**src/rtl/ev22_pkg.sv**
```systemverilog
// Shared types and field positions for the EV22 fetch stage.
// Instruction layout: OPCODE in [15:8], reserved [7:5], Ri in [4:0].
package ev22_pkg;

  localparam int EV22_ADDR_W  = 10;
  localparam int EV22_INSTR_W = 16;

  localparam int OPC_MSB  = 15;
  localparam int OPC_LSB  = 8;
  localparam int RSVD_MSB = 7;
  localparam int RSVD_LSB = 5;
  localparam int RI_MSB   = 4;
  localparam int RI_LSB   = 0;

  localparam int OPC_W  = OPC_MSB - OPC_LSB + 1;
  localparam int RSVD_W = RSVD_MSB - RSVD_LSB + 1;
  localparam int RI_W   = RI_MSB - RI_LSB + 1;

  typedef enum logic [1:0] {
    IDLE  = 2'd0,
    FETCH = 2'd1,
    DROP  = 2'd2,
    HOLD  = 2'd3
  } fetch_state_t;

endpackage

```
**src/rtl/pc_counter.sv**
```systemverilog
// Program counter: load (branch) beats increment beats hold; wraps modulo 2^ADDR_W.
// pc_next is the value the register takes at the coming edge, so callers can latch it early.
module pc_counter
  import ev22_pkg::*;
#(
  parameter int              ADDR_W   = EV22_ADDR_W,
  parameter logic [ADDR_W-1:0] RESET_PC = '0
) (
  input  logic              clk,
  input  logic              rst_n,
  input  logic              load,
  input  logic [ADDR_W-1:0] load_val,
  input  logic              inc,
  output logic [ADDR_W-1:0] pc_next
);

  logic [ADDR_W-1:0] pc_q;
  logic [ADDR_W-1:0] pc_d;

  always_comb begin
    pc_d = pc_q;
    if (load) begin
      pc_d = load_val;
    end else if (inc) begin
      pc_d = pc_q + ADDR_W'(1);
    end
  end

  always_ff @(posedge clk or negedge rst_n) begin
    if (!rst_n) begin
      pc_q <= RESET_PC;
    end else begin
      pc_q <= pc_d;
    end
  end

  assign pc_next = pc_d;

endmodule

```
**src/rtl/fetch_unit.sv**
```systemverilog
// EV22 fetch stage: PC + one-outstanding imem req/ack, IR handed to decoder via ir_valid/dec_ready.
// Latency: 1 instruction per L+2 cycles at ack latency L; the IR is held while dec_ready is low.
module fetch_unit
  import ev22_pkg::*;
#(
  parameter int                ADDR_W   = EV22_ADDR_W,
  parameter int                INSTR_W  = EV22_INSTR_W,
  parameter logic [ADDR_W-1:0] RESET_PC = '0
) (
  input  logic               clk,
  input  logic               rst_n,
  output logic               imem_req,
  output logic [ADDR_W-1:0]  imem_addr,
  input  logic               imem_ack,
  input  logic [INSTR_W-1:0] imem_rdata,
  input  logic               br_taken,
  input  logic [ADDR_W-1:0]  br_target,
  input  logic               dec_ready,
  output logic               ir_valid,
  output logic [OPC_W-1:0]   OPCODE,
  output logic [RI_W-1:0]    Ri,
  output logic [ADDR_W-1:0]  ir_pc
);

  fetch_state_t state_q;
  fetch_state_t state_d;

  logic [ADDR_W-1:0]  fetch_addr_q;
  logic [ADDR_W-1:0]  fetch_addr_d;
  logic [INSTR_W-1:0] ir_q;
  logic [INSTR_W-1:0] ir_d;
  logic [ADDR_W-1:0]  ir_pc_q;
  logic [ADDR_W-1:0]  ir_pc_d;
  logic [ADDR_W-1:0]  pc_next;

  logic pc_inc;
  logic ir_load;
  logic fetch_load;

  // A branch always retargets the PC, whatever the FSM does with the word in flight.
  pc_counter #(
    .ADDR_W   (ADDR_W),
    .RESET_PC (RESET_PC)
  ) u_pc (
    .clk      (clk),
    .rst_n    (rst_n),
    .load     (br_taken),
    .load_val (br_target),
    .inc      (pc_inc),
    .pc_next  (pc_next)
  );

  always_ff @(posedge clk or negedge rst_n) begin
    if (!rst_n) begin
      state_q <= IDLE;
    end else begin
      state_q <= state_d;
    end
  end

  always_comb begin
    state_d    = state_q;
    pc_inc     = 1'b0;
    ir_load    = 1'b0;
    fetch_load = 1'b0;
    case (state_q)
      IDLE: begin
        state_d    = FETCH;
        fetch_load = 1'b1;
      end
      FETCH: begin
        if (imem_ack) begin
          if (br_taken) begin
            // Word arrived for the stale path: drop it and re-issue at the target.
            state_d    = FETCH;
            fetch_load = 1'b1;
          end else begin
            state_d = HOLD;
            ir_load = 1'b1;
            pc_inc  = 1'b1;
          end
        end else if (br_taken) begin
          state_d = DROP;
        end
      end
      DROP: begin
        if (imem_ack) begin
          state_d    = FETCH;
          fetch_load = 1'b1;
        end
      end
      HOLD: begin
        if (br_taken || dec_ready) begin
          state_d    = FETCH;
          fetch_load = 1'b1;
        end
      end
      default: state_d = IDLE;
    endcase
  end

  always_comb begin
    fetch_addr_d = fetch_load ? pc_next : fetch_addr_q;
    ir_d         = ir_load ? imem_rdata : ir_q;
    ir_pc_d      = ir_load ? fetch_addr_q : ir_pc_q;
  end

  always_ff @(posedge clk or negedge rst_n) begin
    if (!rst_n) begin
      fetch_addr_q <= '0;
      ir_q         <= '0;
      ir_pc_q      <= '0;
    end else begin
      fetch_addr_q <= fetch_addr_d;
      ir_q         <= ir_d;
      ir_pc_q      <= ir_pc_d;
    end
  end

  always_comb begin
    imem_req = (state_q == FETCH) || (state_q == DROP);
    ir_valid = (state_q == HOLD);
  end

  assign imem_addr = fetch_addr_q;
  assign OPCODE    = ir_q[OPC_MSB:OPC_LSB];
  assign Ri        = ir_q[RI_MSB:RI_LSB];
  assign ir_pc     = ir_pc_q;

  logic [RSVD_W-1:0] ir_rsvd_unused;
  assign ir_rsvd_unused = ir_q[RSVD_MSB:RSVD_LSB];

  a_req_held: assert property (@(posedge clk) disable iff (!rst_n)
    (imem_req && !imem_ack) |=> (imem_req && $stable(imem_addr)));

  a_no_req_in_hold: assert property (@(posedge clk) disable iff (!rst_n)
    ir_valid |-> !imem_req);

endmodule

```
**config.mk**
```make
export PLATFORM = sky130hd
export DESIGN_NAME = fetch_unit
export DESIGN_NICKNAME = d
export VERILOG_FILES = /design/src/rtl/ev22_pkg.sv /design/src/rtl/pc_counter.sv /design/src/rtl/fetch_unit.sv
export SDC_FILE = /design/constraint.sdc
export NUM_CORES = 1
export LEC_CHECK = 0
export CORE_MARGIN = 2
export CORE_UTILIZATION = 50
export CTS_BUF_LIST = sky130_fd_sc_hd__clkbuf_8
export DETAILED_ROUTE_END_ITERATION = 12
export GPL_TIMING_DRIVEN = 0
export PLACE_DENSITY = 0.86
export RECOVER_POWER = 25
export REMOVE_ABC_BUFFERS = 1
export SLEW_MARGIN = 20
export SYNTH_ARGS = -nofsm -noshare
export SYNTH_HDL_FRONTEND = slang
export SYNTH_SLANG_ARGS = --single-unit
```
**constraint.sdc**
```tcl
create_clock -name clk -period 3.16 [get_ports clk]
set_input_delay 0.316 -clock clk [delete_from_list [all_inputs] [get_ports clk]]
set_output_delay 0.316 -clock clk [all_outputs]
set_load 0.01 [all_outputs]
```
==> After elaboration in Yosys (flattened, before gate mapping) <==
Cells that the tools add are included.
{ "totals": {"inputBits": 31, "regBits": 48} }
{ "op_classes": {"addsub": 1, "n_eq_ne": 6, "n_reduce_logical": 4, "mux": 16} }
{ "ops": {"columns": ["op", "count"], "rows": [
  ["10-bit two-way mux", 2],
  ["10-bit by 1-bit adder with 10-bit output (second input constant)", 1],
  ["2-bit two-way mux", 5],
  ["2-bit one-hot mux with 4 select lines", 1],
  ["1-bit two-way mux", 7],
  ["2-bit == test (second input constant)", 2],
  ["1-bit one-hot mux with 4 select lines", 1],
  ["3-bit inequality test (second input constant)", 1],
  ["3-bit AND reduction", 1],
  ["2-bit by 1-bit == test with 1-bit output (second input constant)", 1],
  ["2-bit zero test", 1],
  ["1-bit logical OR", 2],
  ["2-bit by 1-bit inequality test with 1-bit output (second input constant)", 1],
  ["2-bit inequality test (second input constant)", 1]
]} }

==> Depth between registers and ports, before layout <==
{ "logic_depth": {"word_depth": 5, "mapped_depth": 7} }

==> Cells and area by module <==
Synthesis repeated with hierarchy kept, for this count alone.
{ "unflattened": {"cells_unflattened": 153, "area_unflattened_um2": 2004.4} }
{ "by_module_without_submodules": {"columns": ["module", "area_each_um2", "instances", "seq_area_each_um2", "cells_each"], "rows": [
  ["fetch_unit", 1427.6, 1, 875.8, 92],
  ["pc_counter", 576.8, 1, 250.2, 61]
]} }

==> Least setup slack after synthesis <==
No wires, ideal clock.
{ "synth_timing": {"path_type": "reg2reg", "start": "register state_q[1]", "end": "register fetch_addr_q[2], in the netlist imem_addr[2]", "slack_ps": 1319, "arrival_time_ps": 1717, "stages_incl_launch_ff": 7, "setup_time_ps": 125, "synth_period_minus_slack_ps": 1841, "cell_sequence": "dfrtp_1 > inv_1 > ha_1 > a21o_1 > a211oi_2 > buf_2 > mux2_2"} }
{ "synth_between": {"elab_chain_cells": 4, "elab_cells_between_ends": 8} }
{ "synth_rtl": {"columns": ["item", "line", "rtl"], "rows": [
  ["from (decl)", "fetch_unit.sv:25", "fetch_state_t state_q;"],
  ["from (signal assigned)", "fetch_unit.sv:57", "state_q <= state_d;"],
  ["2-bit by 1-bit == test with 1-bit output", "fetch_unit.sv:66", "case (state_q)"],
  ["1-bit two-way mux", "fetch_unit.sv:66", null],
  ["10-bit two-way mux", "pc_counter.sv:24", "end else if (inc) begin"],
  ["10-bit two-way mux", "pc_counter.sv:22", "if (load) begin"],
  ["to (signal assigned)", "fetch_unit.sv:114", "fetch_addr_q <= fetch_addr_d;"],
  ["to (decl)", "fetch_unit.sv:28", "logic [ADDR_W-1:0] fetch_addr_q;"]
]} }
Parallel ways exist; a longest one is shown, timed or not.
A chain may end at the register's enable or synchronous reset.

==> Worst setup path in the final report <==
{ "layout_timing": {"start": "input port br_taken", "end": "register fetch_addr_q[8], in the netlist imem_addr[8]"} }
{ "layout_between": {"elab_chain_cells": 5, "elab_cells_between_ends": 10} }
{ "layout_rtl": {"columns": ["item", "line", "rtl"], "rows": [
  ["from (decl)", "fetch_unit.sv:16", "input logic br_taken,"],
  ["1-bit two-way mux", "fetch_unit.sv:73", "if (br_taken) begin"],
  ["1-bit two-way mux", "fetch_unit.sv:72", "if (imem_ack) begin"],
  ["1-bit two-way mux", "fetch_unit.sv:66", null],
  ["10-bit two-way mux", "pc_counter.sv:24", null],
  ["10-bit two-way mux", "pc_counter.sv:22", null]
]} }
Parallel ways exist; a longest one is shown, timed or not.

==> impl_metrics.xml <==
<?xml version="1.0" encoding="UTF-8"?>
<metrics>
  <group name="logic_synthesis">
    <metric name="synth_compound_gate_area_share" unit="%">8.425</metric>
    <metric name="muxShareOfSynthArea" unit="%">19.11</metric>
    <metric name="area_fraction_in_and_or_nand_and_nor_cells_after_synthesis" unit="%">10.50</metric>
    <metric name="synth-seq-area-share" unit="%">54.95</metric>
    <metric name="synthesis.area_per_instance" unit="sq um">12.73</metric>
    <metric name="yosys-top-cells-area" unit="">dfrtp_1 55%, mux2_2 18%, ha_1 3.1%</metric>
    <metric name="yosys.area_share.xor_xnor" unit="%">1.282</metric>
    <metric name="synth_adder_area_share" unit="%">3.053</metric>
    <metric name="synth_seq_cells" unit="">45</metric>
    <metric name="synth.yosys.warnings" unit="">0</metric>
    <metric name="synth_cells" unit="">161</metric>
    <metric name="netlist.top_cell.by_area" unit="">dfrtp_1</metric>
    <metric name="netlist.area_leader.share" unit="%">54.95</metric>
    <metric name="synth_edf_count" unit="">0</metric>
    <metric name="synth-main-ff-cell" unit="">dfrtp_1</metric>
    <metric name="post_synth_instance_area" unit="sq um">2049</metric>
    <metric name="synth_top_family_by_area" unit="">multiplexers</metric>
    <metric name="post_synth_num_cell_types" unit="">38</metric>
    <metric name="ys_async_sr_fraction" unit="%">100.0</metric>
  </group>
  <group name="power">
    <metric name="cell_internal_pwr" unit="W">0.001749</metric>
    <metric name="power_per_cell_area" unit="nW/um^2">903.2</metric>
    <metric name="post-layout-total-power" unit="W">0.002556</metric>
    <metric name="comb_power_share" unit="%">46.4</metric>
    <metric name="clock_network_power_share" unit="%">15.4</metric>
    <metric name="ir_drop" unit="mV">0.5946</metric>
    <metric name="total_leakage_power" unit="nW">1.197</metric>
    <metric name="power.share.sequential" unit="%">38.1</metric>
    <metric name="switchingPower" unit="W">0.0008072</metric>
    <metric name="switching_share" unit="%">31.58</metric>
  </group>
  <group name="layout">
    <metric name="fin_nets" unit="">262</metric>
    <metric name="final_layout_size_suffix_gt1_share" unit="%">20.70</metric>
    <metric name="area_growth_syn_to_layout" unit="%">38.09</metric>
    <metric name="ant_diodes" unit="">0</metric>
    <metric name="layout.filler_cells" unit="">283</metric>
    <metric name="post-route-util" unit="%">71.27</metric>
    <metric name="fin_area" unit="sq um">2830</metric>
  </group>
  <group name="global_routing">
    <metric name="grt_pass1_wl" unit="um">6644</metric>
    <metric name="grt_antenna_before_repair" unit="">0</metric>
    <metric name="first_global_vias" unit="">1505</metric>
    <metric name="leftover_overflow_at_the_end_of_global_routing" unit="">0</metric>
    <metric name="grt_util_all_layers" unit="%">19.84</metric>
    <metric name="grt_start_max_net_pins" unit="">29</metric>
  </group>
  <group name="clock_tree">
    <metric name="clkTransAtPathRegs" unit="ns">0.08</metric>
    <metric name="number_of_clock_sinks" unit="">45</metric>
    <metric name="cts_root_buf" unit="">clkbuf_8</metric>
    <metric name="tritoncts_clock_tree" unit="">built</metric>
    <metric name="post-cts-setup-buffers" unit="">0</metric>
    <metric name="cts-htree-levels" unit="">2</metric>
    <metric name="cts.repair.resized" unit="">0</metric>
    <metric name="cts-root-to-sink-buffers" unit="">2</metric>
    <metric name="worst_skew_pair.late_latency" unit="ns">0.30</metric>
    <metric name="cts_buffers" unit="">5</metric>
    <metric name="cts_hold_repair.buffers" unit="">1</metric>
  </group>
  <group name="sta">
    <metric name="relSlewSlack" unit="%">30.56</metric>
    <metric name="min_period" unit="ns">2.570</metric>
    <metric name="setup-violations-final" unit="">0</metric>
    <metric name="layout_setup_ws" unit="ns">0.5900</metric>
    <metric name="max_slew.worst_pin.slew" unit="ns">1.042</metric>
    <metric name="timing.final.max_slew_violations" unit="">0</metric>
    <metric name="hold_ws" unit="ns">0.5063</metric>
    <metric name="share_of_the_cycle_needed_by_the_critical_path_after_routing" unit="%">81.33</metric>
    <metric name="fin_skew" unit="ns">0.008277</metric>
    <metric name="maxClockFrequency" unit="GHz">0.3891</metric>
    <metric name="timing.final.hold_violations" unit="">0</metric>
    <metric name="grt_setup_unrepaired" unit="">false</metric>
  </group>
  <group name="drt">
    <metric name="detail_route.vias_per_cell" unit="">5.357</metric>
    <metric name="drc" unit="">0</metric>
    <metric name="routed-via-count" unit="">1484</metric>
    <metric name="drt_pre_antenna_iters" unit="">4</metric>
    <metric name="totalWireLength" unit="um">4184</metric>
    <metric name="drt_first_iter_violations" unit="">85</metric>
    <metric name="detail-route-antenna-nets" unit="">0</metric>
    <metric name="avgRoutedWirePerCell" unit="um">15.10</metric>
  </group>
  <group name="floorplan">
    <metric name="die_y" unit="um">68.02</metric>
    <metric name="die_width" unit="um">68.02</metric>
    <metric name="floorplan.core_area" unit="sq um">3971</metric>
    <metric name="i_o_pin_total" unit="">66</metric>
    <metric name="initial_util" unit="%">51.61</metric>
    <metric name="die-area" unit="sq um">4627</metric>
    <metric name="rows" unit="">23</metric>
  </group>
  <group name="critical_path">
    <metric name="cp.required" unit="ns">3.34</metric>
    <metric name="launching_point_of_the_worst_reg2reg_path" unit="">state_q[1]$_DFFE_PN0P_</metric>
    <metric name="timing.critical_path.arrival" unit="ns">2.75</metric>
    <metric name="critical_path.max_fanout" unit="">25</metric>
    <metric name="path_cells" unit="">clkdlybuf4s50_1 -&gt; o21a_1 -&gt; a211oi_2 -&gt; mux2_2</metric>
    <metric name="slowest_stage" unit="">clkdlybuf4s50_1</metric>
    <metric name="reg2reg_depth" unit="">5</metric>
    <metric name="timing.critical_path.from_type" unit="">input port</metric>
    <metric name="peak_per_stage_delay_on_the_critical_path" unit="ns">0.82</metric>
    <metric name="r2r-end" unit="">imem_addr[8]$_DFFE_PN0P_</metric>
    <metric name="path_class" unit="">in2reg</metric>
    <metric name="worst_setup_path_end_kind" unit="">register</metric>
    <metric name="setup.reg_to_reg.worst_slack" unit="ns">0.79</metric>
  </group>
  <group name="hold_path">
    <metric name="holdCritStartpoint" unit="">imem_addr[7]$_DFFE_PN0P_</metric>
    <metric name="min_delay_path_depth" unit="">2</metric>
    <metric name="holdCritPathClass" unit="">reg2reg</metric>
    <metric name="timing.hold.worst_endpoint" unit="">imem_addr[7]$_DFFE_PN0P_</metric>
  </group>
  <group name="run_status">
    <metric name="run_status" unit="">complete, no violations</metric>
  </group>
  <group name="placement">
    <metric name="hpwl" unit="um">3031</metric>
    <metric name="worst_setup_slack_post_dpl" unit="ns">0.1911</metric>
    <metric name="place.gp.congestion" unit="">0.7221</metric>
    <metric name="port-buffer-count" unit="">62</metric>
    <metric name="dpl-instance-area" unit="sq um">2720</metric>
  </group>
  <group name="run">
    <metric name="max-cap-violations" unit="">0</metric>
  </group>
</metrics>
==> layout make-up <==
type	count	area [sq um]	area share [%]
Clock buffer	7	96.34	3.404
Clock inverter	1	5.005	0.1768
Inverter	6	22.52	0.7958
Multi-Input combinational cell	104	873.3	30.86
Sequential cell	45	1126	39.79
Tap cell	50	62.56	2.210
Timing Repair Buffer	64	644.4	22.77
==> layout by cell type (no fill, tap or decap), drive strengths merged, types with 2 or more instances in the layout <==
master         netlist  routed
nand2b               2       2
nor3                 2       2
o31ai                2       2
mux2                33      33
clkdlybuf4s50        0      61
nand4                3       3
nor2                 7       7
nand3                4       4
o21ai                6       6
a21oi                4       4
xnor2                2       2
nand2                7       7
ha                   5       5
nor2b                2       2
clkbuf               0       8
o31a                 2       2
a21boi               2       2
dfrtp               45      45
inv                  6       6
mux2i                2       2
or3                  2       2
a31oi                2       2
==> routing by layer <==
metal	up-vias	wire (um)	global-route usage, %
li1	709	-	-
met1	707	1723	24.19
met2	62	1961	30.46
met3	6	441	10.03
met4	0	57	6.750
met5	-	0	0
==> how the worst max path moves through the flow <==
| stage | slack [ns] | to | from | depth (start not counted) |
|---|---|---|---|---|
| CTS | 0.52 | imem_addr[8]$_DFFE_PN0P_ | br_taken | 4 |
| detailed placement | 0.19 | imem_addr[8]$_DFFE_PN0P_ | br_taken | 4 |
| finish | 0.59 | imem_addr[8]$_DFFE_PN0P_ | br_taken | 4 |
| floorplan | 1.16 | imem_addr[0]$_DFFE_PN0P_ | state_q[1]$_DFFE_PN0P_ | 5 |
| global route | 0.39 | imem_addr[0]$_DFFE_PN0P_ | br_taken | 4 |
| global placement | -0.04 | ir_pc[6]$_DFFE_PN0P_ | br_taken | 4 |
==> per-stage QoR <==
step                setup TNS, ns  std cells
global placement          -0.8053        267
CTS                             0        277
global route                    0        277
floorplan                       0        155
finish                          0        277
detailed placement              0        268
==> critical path: cells and delay by family <==
kind / cells / cell delay (ns)
AO/OA/AOI/OAI: 2 / 1.18
buffers and inverters: 1 / 0.82
multiplexers: 1 / 0.42
==> power groups by stage <==
stage                     Clock [W]  Sequential [W]  Combinational [W]
after detailed placement          0        0.000987            0.00120
after global placement            0        0.000970            0.00117
final                      0.000394        0.000975            0.00119
after CTS                  0.000403        0.000978            0.00121
after global routing       0.000425         0.00101            0.00129
after floorplan                   0         0.00107           0.000486
==> registers in the layout, indices dropped and copies added (netlist names) <==
register	cells
ir_q	13
u_pc.pc_q	10
state_q	2
imem_addr	10
ir_pc	10
==> synthesized netlist by cell type, types with 2 or more instances <==
cell type  number
dfrtp_1        45
mux2_2         33
nand2_1         7
nor2_1          7
inv_1           6
o21ai_0         6
buf_2           5
ha_1            5
a21oi_1         4
nand3_1         3
nand4_1         3
a21boi_0        2
a31oi_1         2
mux2i_1         2
nand2b_1        2
nor2b_1         2
nor3_1          2
o31a_1          2
o31ai_1         2
or3_1           2
xnor2_1         2
==> cells by family (layout without fill, tap and decap cells) <==
| family | Yosys count | in the layout |
|---|---|---|
| AO/OA/AOI/OAI | 25 | 25 |
| XOR/XNOR | 3 | 3 |
| adder cells (fa/ha/maj) | 5 | 5 |
| buffers and inverters | 12 | 78 |
| flip-flops | 45 | 45 |
| multiplexers | 35 | 35 |
| AND/OR/NAND/NOR | 36 | 36 |
(Power assumes the default switching activity.)
==> RTL change 1 (same settings) <==
Change the package constant `EV22_ADDR_W` from 10 to 9.
--- a/src/rtl/ev22_pkg.sv
+++ b/src/rtl/ev22_pkg.sv
@@ -3,5 +3,5 @@
 package ev22_pkg;
 
-  localparam int EV22_ADDR_W  = 10;
+  localparam int EV22_ADDR_W  = 9;
   localparam int EV22_INSTR_W = 16;
 
Interface: changed (resized br_target, imem_addr and ir_pc); port bits go from 66 to 63. No check against the original RTL was run, so the function may have changed too.
==> RTL change 1 against the unedited design <==
- via count down 10%
- first-iteration DRC count down 52%
- area after synthesis down 8.1%
- die area down 7.6%
- design area down 7.8%
- wire length down 9.2%
- final cell count down 8.3%
- combinational power down 5%
- sequential cell count down 3
- critical path depth unchanged
- utilization up 0.57 points
- worst setup slack better by 0.37 ns
- total power down 7.6%
==> RTL change 1: results (changes against the unedited design) <==
[run_status]
outcome = finished, final reports clean

[place]
dpl_cell_area_sq_mm = 0.00252  ; -7.4%
place_congestion = 0.760  ; +5.2%
portBuffers = 59  ; -4.8%
pre_cts_slack_ns = 0.220  ; +0.0284 ns
hpwlAfterDp_mm = 2.89  ; -4.8%

[cells_and_area]
final_cells = 254  ; -8.3%
final_nets = 241  ; -8.0%
drive_gt1_share_pct = 19.4  ; -1.3 points
nFillCells = 272  ; -3.9%
regMostFlops = ir_q
insertedDiodeCount = 0  ; unchanged
largest_reg_flops = 13  ; unchanged

[critical_path]
timing.rr.start = state_q[1]$_DFFE_PN0P_
cp_data_arrival_time_ns = 2.37  ; -0.38 ns
cpMaxStageDelayCell = clkdlybuf4s50_1
crit_fanout = 22  ; -12%
r2r-end = imem_addr[1]$_DFFE_PN0P_
cpPeakStageDelay_ns = 0.73  ; -0.09 ns
reg2reg_depth = 5  ; unchanged
r2r_setup_slack_ns = 1.05  ; +0.26 ns

[route]
vias = 1332  ; -10%
drt-initial-drc-count = 41  ; -52%
first_pass_iters = 3  ; -1
routed_wl_mm = 3.80  ; -9.2%

[global_route]
antenna_found_initial = 0  ; unchanged
grt_pass1_vias = 1435  ; -4.7%
track_usage_pct = 20.5  ; +0.66 points
grt_max_degree = 30  ; +3.4%
grt_pass1_wl_mm = 6.53  ; -1.8%

[power_and_ir_drop]
peakVddDrop_uv = 554  ; -6.8%
p_leak_nw = 1.11  ; -7.1%

[synth]
synthCells = 143  ; -11%
seq_area_frac_synth_pct = 55.8  ; +0.83 points
async_flop_share_pct = 100  ; unchanged
synthTopCellsByCount = dfrtp_1, mux2_2, nand2_1, ha_1, inv_1
yosysWarnings = 0  ; unchanged
synth_cell_types = 29  ; -24%
synth.area.top_cells = dfrtp_1, mux2_2, ha_1

[hold_path]
hold_path.class = reg -> reg
hold_depth = 1  ; -1
min-delay-start = ir_pc[2]$_DFFE_PN0P_
hold_end = ir_pc[2]$_DFFE_PN0P_

[cts]
htreeDepth = 2  ; unchanged
holdBufCountCts = 1  ; unchanged
cts-resized-gates = 0  ; unchanged
clkTransAtPathRegs_ns = 0.07
root_buffer = clkbuf_8
cts.path.max_buffers = 2  ; unchanged
post_cts.repair.setup_buffers = 0  ; unchanged
cts_buffers = 5  ; unchanged

[sta]
setup_tns_ns = 0  ; unchanged
max_slew_margin_pct = 48.4  ; +18 points
hold_ws_ns = 0.508  ; +0.00170 ns
clock-skew-final_ns = 0.00609  ; -0.00218 ns

[RTL change 1: power by group]
group	internal (mW)	total (mW)	switching [mW]
clock	0.146	0.311	0.166
sequential	0.770	0.918	0.148
combinational	0.690	1.13	0.444
[RTL change 1: cell type report]
| cell class | count | area, sq um | share of cell area [%] |
|---|---|---|---|
| Clock buffer | 5 | 68.8 | 2.64 |
| Timing Repair Buffer | 61 | 614 | 23.5 |
| Tap cell | 48 | 60.1 | 2.30 |
| Inverter | 5 | 18.8 | 0.719 |
| Sequential cell | 42 | 1050 | 40.3 |
| Multi-Input combinational cell | 91 | 790 | 30.2 |
| Clock inverter | 2 | 7.51 | 0.288 |
[RTL change 1: critical path, delay by kind of cell]
| kind | cells | cell delay [ns] |
|---|---|---|
| mux | 1 | 0.47 |
| buf+inv | 2 | 1.08 |
| simple gates | 1 | 0.50 |
[RTL change 1: routing by layer]
metal / global-route usage [%] / up-vias / routed length [um]
met5: 0 / - / 0
met4: 9.38 / 0 / 72
met3: 7.36 / 9 / 355
met2: 35.5 / 48 / 1950
met1: 22.4 / 647 / 1420
li1: - / 628 / -
[RTL change 1: kinds of logic (layout without fill, tap and decap cells)]
group                      count (synthesis)  in the layout  synth area share (%)
DFF                                       42             42                  55.8
muxes                                     35             35                  20.7
adders and majority gates                  5              5                  3.32
buffers and inverters                     10             73                  2.59
AOI/OAI and AO/OA                         21             21                  8.03
xor gates and xnor gates                   4              4                  1.86
and+or+nand+nor                           26             26                  7.77
[RTL change 1: worst max-delay path by stage]
stage                            from                   end  slack [ns]  cells past startpoint
4_1_cts                      br_taken  ir_pc[8]$_DFFE_PN0P_        0.52                      4
5_1_grt                      br_taken  ir_pc[8]$_DFFE_PN0P_        0.74                      4
2_1_floorplan  state_q[1]$_DFFE_PN0P_  ir_pc[0]$_DFFE_PN0P_        1.27                      4
3_3_place_gp                 br_taken  ir_q[12]$_DFFE_PN0P_        0.30                      4
6_report                     br_taken  ir_pc[8]$_DFFE_PN0P_        0.96                      4
3_5_place_dp                 br_taken  ir_pc[8]$_DFFE_PN0P_        0.22                      4
==> RTL change 2 (same settings) <==
Made on the original files. Encoding of `fetch_state_t`: now one-hot (4 bits for 4 states).
--- a/src/rtl/ev22_pkg.sv
+++ b/src/rtl/ev22_pkg.sv
@@ -17,9 +17,9 @@
   localparam int RI_W   = RI_MSB - RI_LSB + 1;
 
-  typedef enum logic [1:0] {
-    IDLE  = 2'd0,
-    FETCH = 2'd1,
-    DROP  = 2'd2,
-    HOLD  = 2'd3
+  typedef enum logic [3:0] {
+    IDLE  = 4'b0001,
+    FETCH = 4'b0010,
+    DROP  = 4'b0100,
+    HOLD  = 4'b1000
   } fetch_state_t;
 
Function: no difference found for any inputs over 10 cycles, from zero or initial values and one cycle with rst_n low; not proved beyond that.
==> RTL change 2 against the unedited design <==
- sequential share of layout area up 1.5 points
- design area up 0.71%
- non-clock buffer count unchanged
- critical path type unchanged
- worst setup slack worse by 0.18 ns
- sequential cell count up 2
- wire length down 1.8%
- total power down 4.7%
- via count up 2.6%
- area after synthesis up 3.5%
- highest routed layer unchanged
==> RTL change 2: results (changes against the unedited design) <==
[synth]
synth_compound_area_share_pct = 5.07  ; -3.4 points
synth_xor_area_share_pct = 3.71  ; +2.4 points
synth_top_area_share_pct = 54.2  ; -0.70 points
synthTopCellsByCount = dfrtp_1, mux2_2, mux2_1, nand2_1, nor2_1
synthCells = 171  ; +6.2%
yosysWarnings = 0  ; unchanged
async_flop_share_pct = 100  ; unchanged
synth.area.top_cells = dfrtp_1, mux2_2, mux2_1
synth-adder-area-share_pct = 0.590  ; -2.5 points
synthMuxAreaShare_pct = 19.1  ; about the same
synth_cell_types = 35  ; -7.9%
seq_area_frac_synth_pct = 55.5  ; +0.54 points

[sta]
clock-skew-final_ns = 0.00479  ; -0.00349 ns
worst_slew_pin_slew_ns = 1.19  ; +0.148 ns

[route]
drt-initial-drc-count = 62  ; -27%
routed_wl_mm = 4.11  ; -1.8%
via_per_inst = 5.34  ; -0.25%

[cells_and_area]
final-seq-area_sq_mm = 0.00118  ; +4.6%
drive_gt1_share_pct = 13.2  ; -7.5 points
final_cells = 285  ; +2.9%
nFillCells = 309  ; +9.2%
final_nets = 266  ; +1.5%

[place]
place_congestion = 0.794  ; +9.9%
hpwlAfterDp_mm = 2.93  ; -3.2%
dpl_cell_area_sq_mm = 0.00277  ; +1.8%
pre_cts_slack_ns = 0.0557  ; -0.135 ns
dp_cells = 276  ; +3.0%

[cts]
post_cts.repair.setup_buffers = 0  ; unchanged
clkTransAtPathRegs_ns = 0.08  ; about the same
insertion_delay_ns = 0.29

[power_and_ir_drop]
intPower_mw = 1.66  ; -5.2%
peakVddDrop_uv = 477  ; -20%
p_leak_nw = 1.22  ; +1.5%

[critical_path]
crit_fanout = 24  ; -4.0%
cpPeakStageDelay_ns = 0.99  ; +0.17 ns
cp_data_arrival_time_ns = 2.93  ; +0.18 ns

[global_route]
grt_pass1_vias = 1578  ; +4.9%
grt_pass1_wl_mm = 7.03  ; +5.8%
grt_max_degree = 28  ; -3.4%
track_usage_pct = 18.1  ; -1.8 points

[run_status]
outcome = finished, final reports clean

[hold_path]
hold_path.class = reg -> reg

## RTL change 2: worst paths after layout
check,startpoint,slack (ns),end,cells after the start
setup / recovery,br_taken,0.41,ir_q[9]$_DFFE_PN0P_,4
hold / removal,ir_pc[7]$_DFFE_PN0P_,0.49,ir_pc[7]$_DFFE_PN0P_,1
setup reg to reg,state_q[3]$_DFFE_PN0P_,0.71,ir_q[11]$_DFFE_PN0P_,3
hold reg to reg,ir_pc[7]$_DFFE_PN0P_,0.49,ir_pc[7]$_DFFE_PN0P_,1
max in group asynchronous,rst_n,0.64,ir_pc[9]$_DFFE_PN0P_,3
min in group asynchronous,rst_n,0.75,ir_q[3]$_DFFE_PN0P_,2
## RTL change 2: worst max-delay path, delay by kind of cell
kind / cells / cell delay (ns)
and+or+nand+nor: 2 / 1.18
muxes: 1 / 0.43
buffers and inverters: 1 / 0.99
## RTL change 2: final cells by class
cell class,count,area share [%]
Sequential cell,47,41.3
Multi-Input combinational cell,114,31.1
Timing Repair Buffer,64,22.3
Clock buffer,5,2.41
Tap cell,50,2.19
Clock inverter,3,0.395
Inverter,2,0.263
## RTL change 2: power by group through the flow
stage	combinational, mW	sequential, mW	clock [mW]
3_3_place_gp	1.07	1.01	0
6_report	1.09	1.02	0.328
5_1_grt	1.17	1.05	0.368
2_1_floorplan	0.419	1.11	0
4_1_cts	1.11	1.02	0.341
3_5_place_dp	1.10	1.03	0
## RTL change 2: routing by layer
layer  global-route usage [%]  part of all wire (%)  up-vias
met1                     20.1                    42      747
met3                     8.63                   9.5        5
li1                         -                     -      721
met2                     31.7                    48       50
met4                     3.27                  0.54        0
met5                        0                     0        -
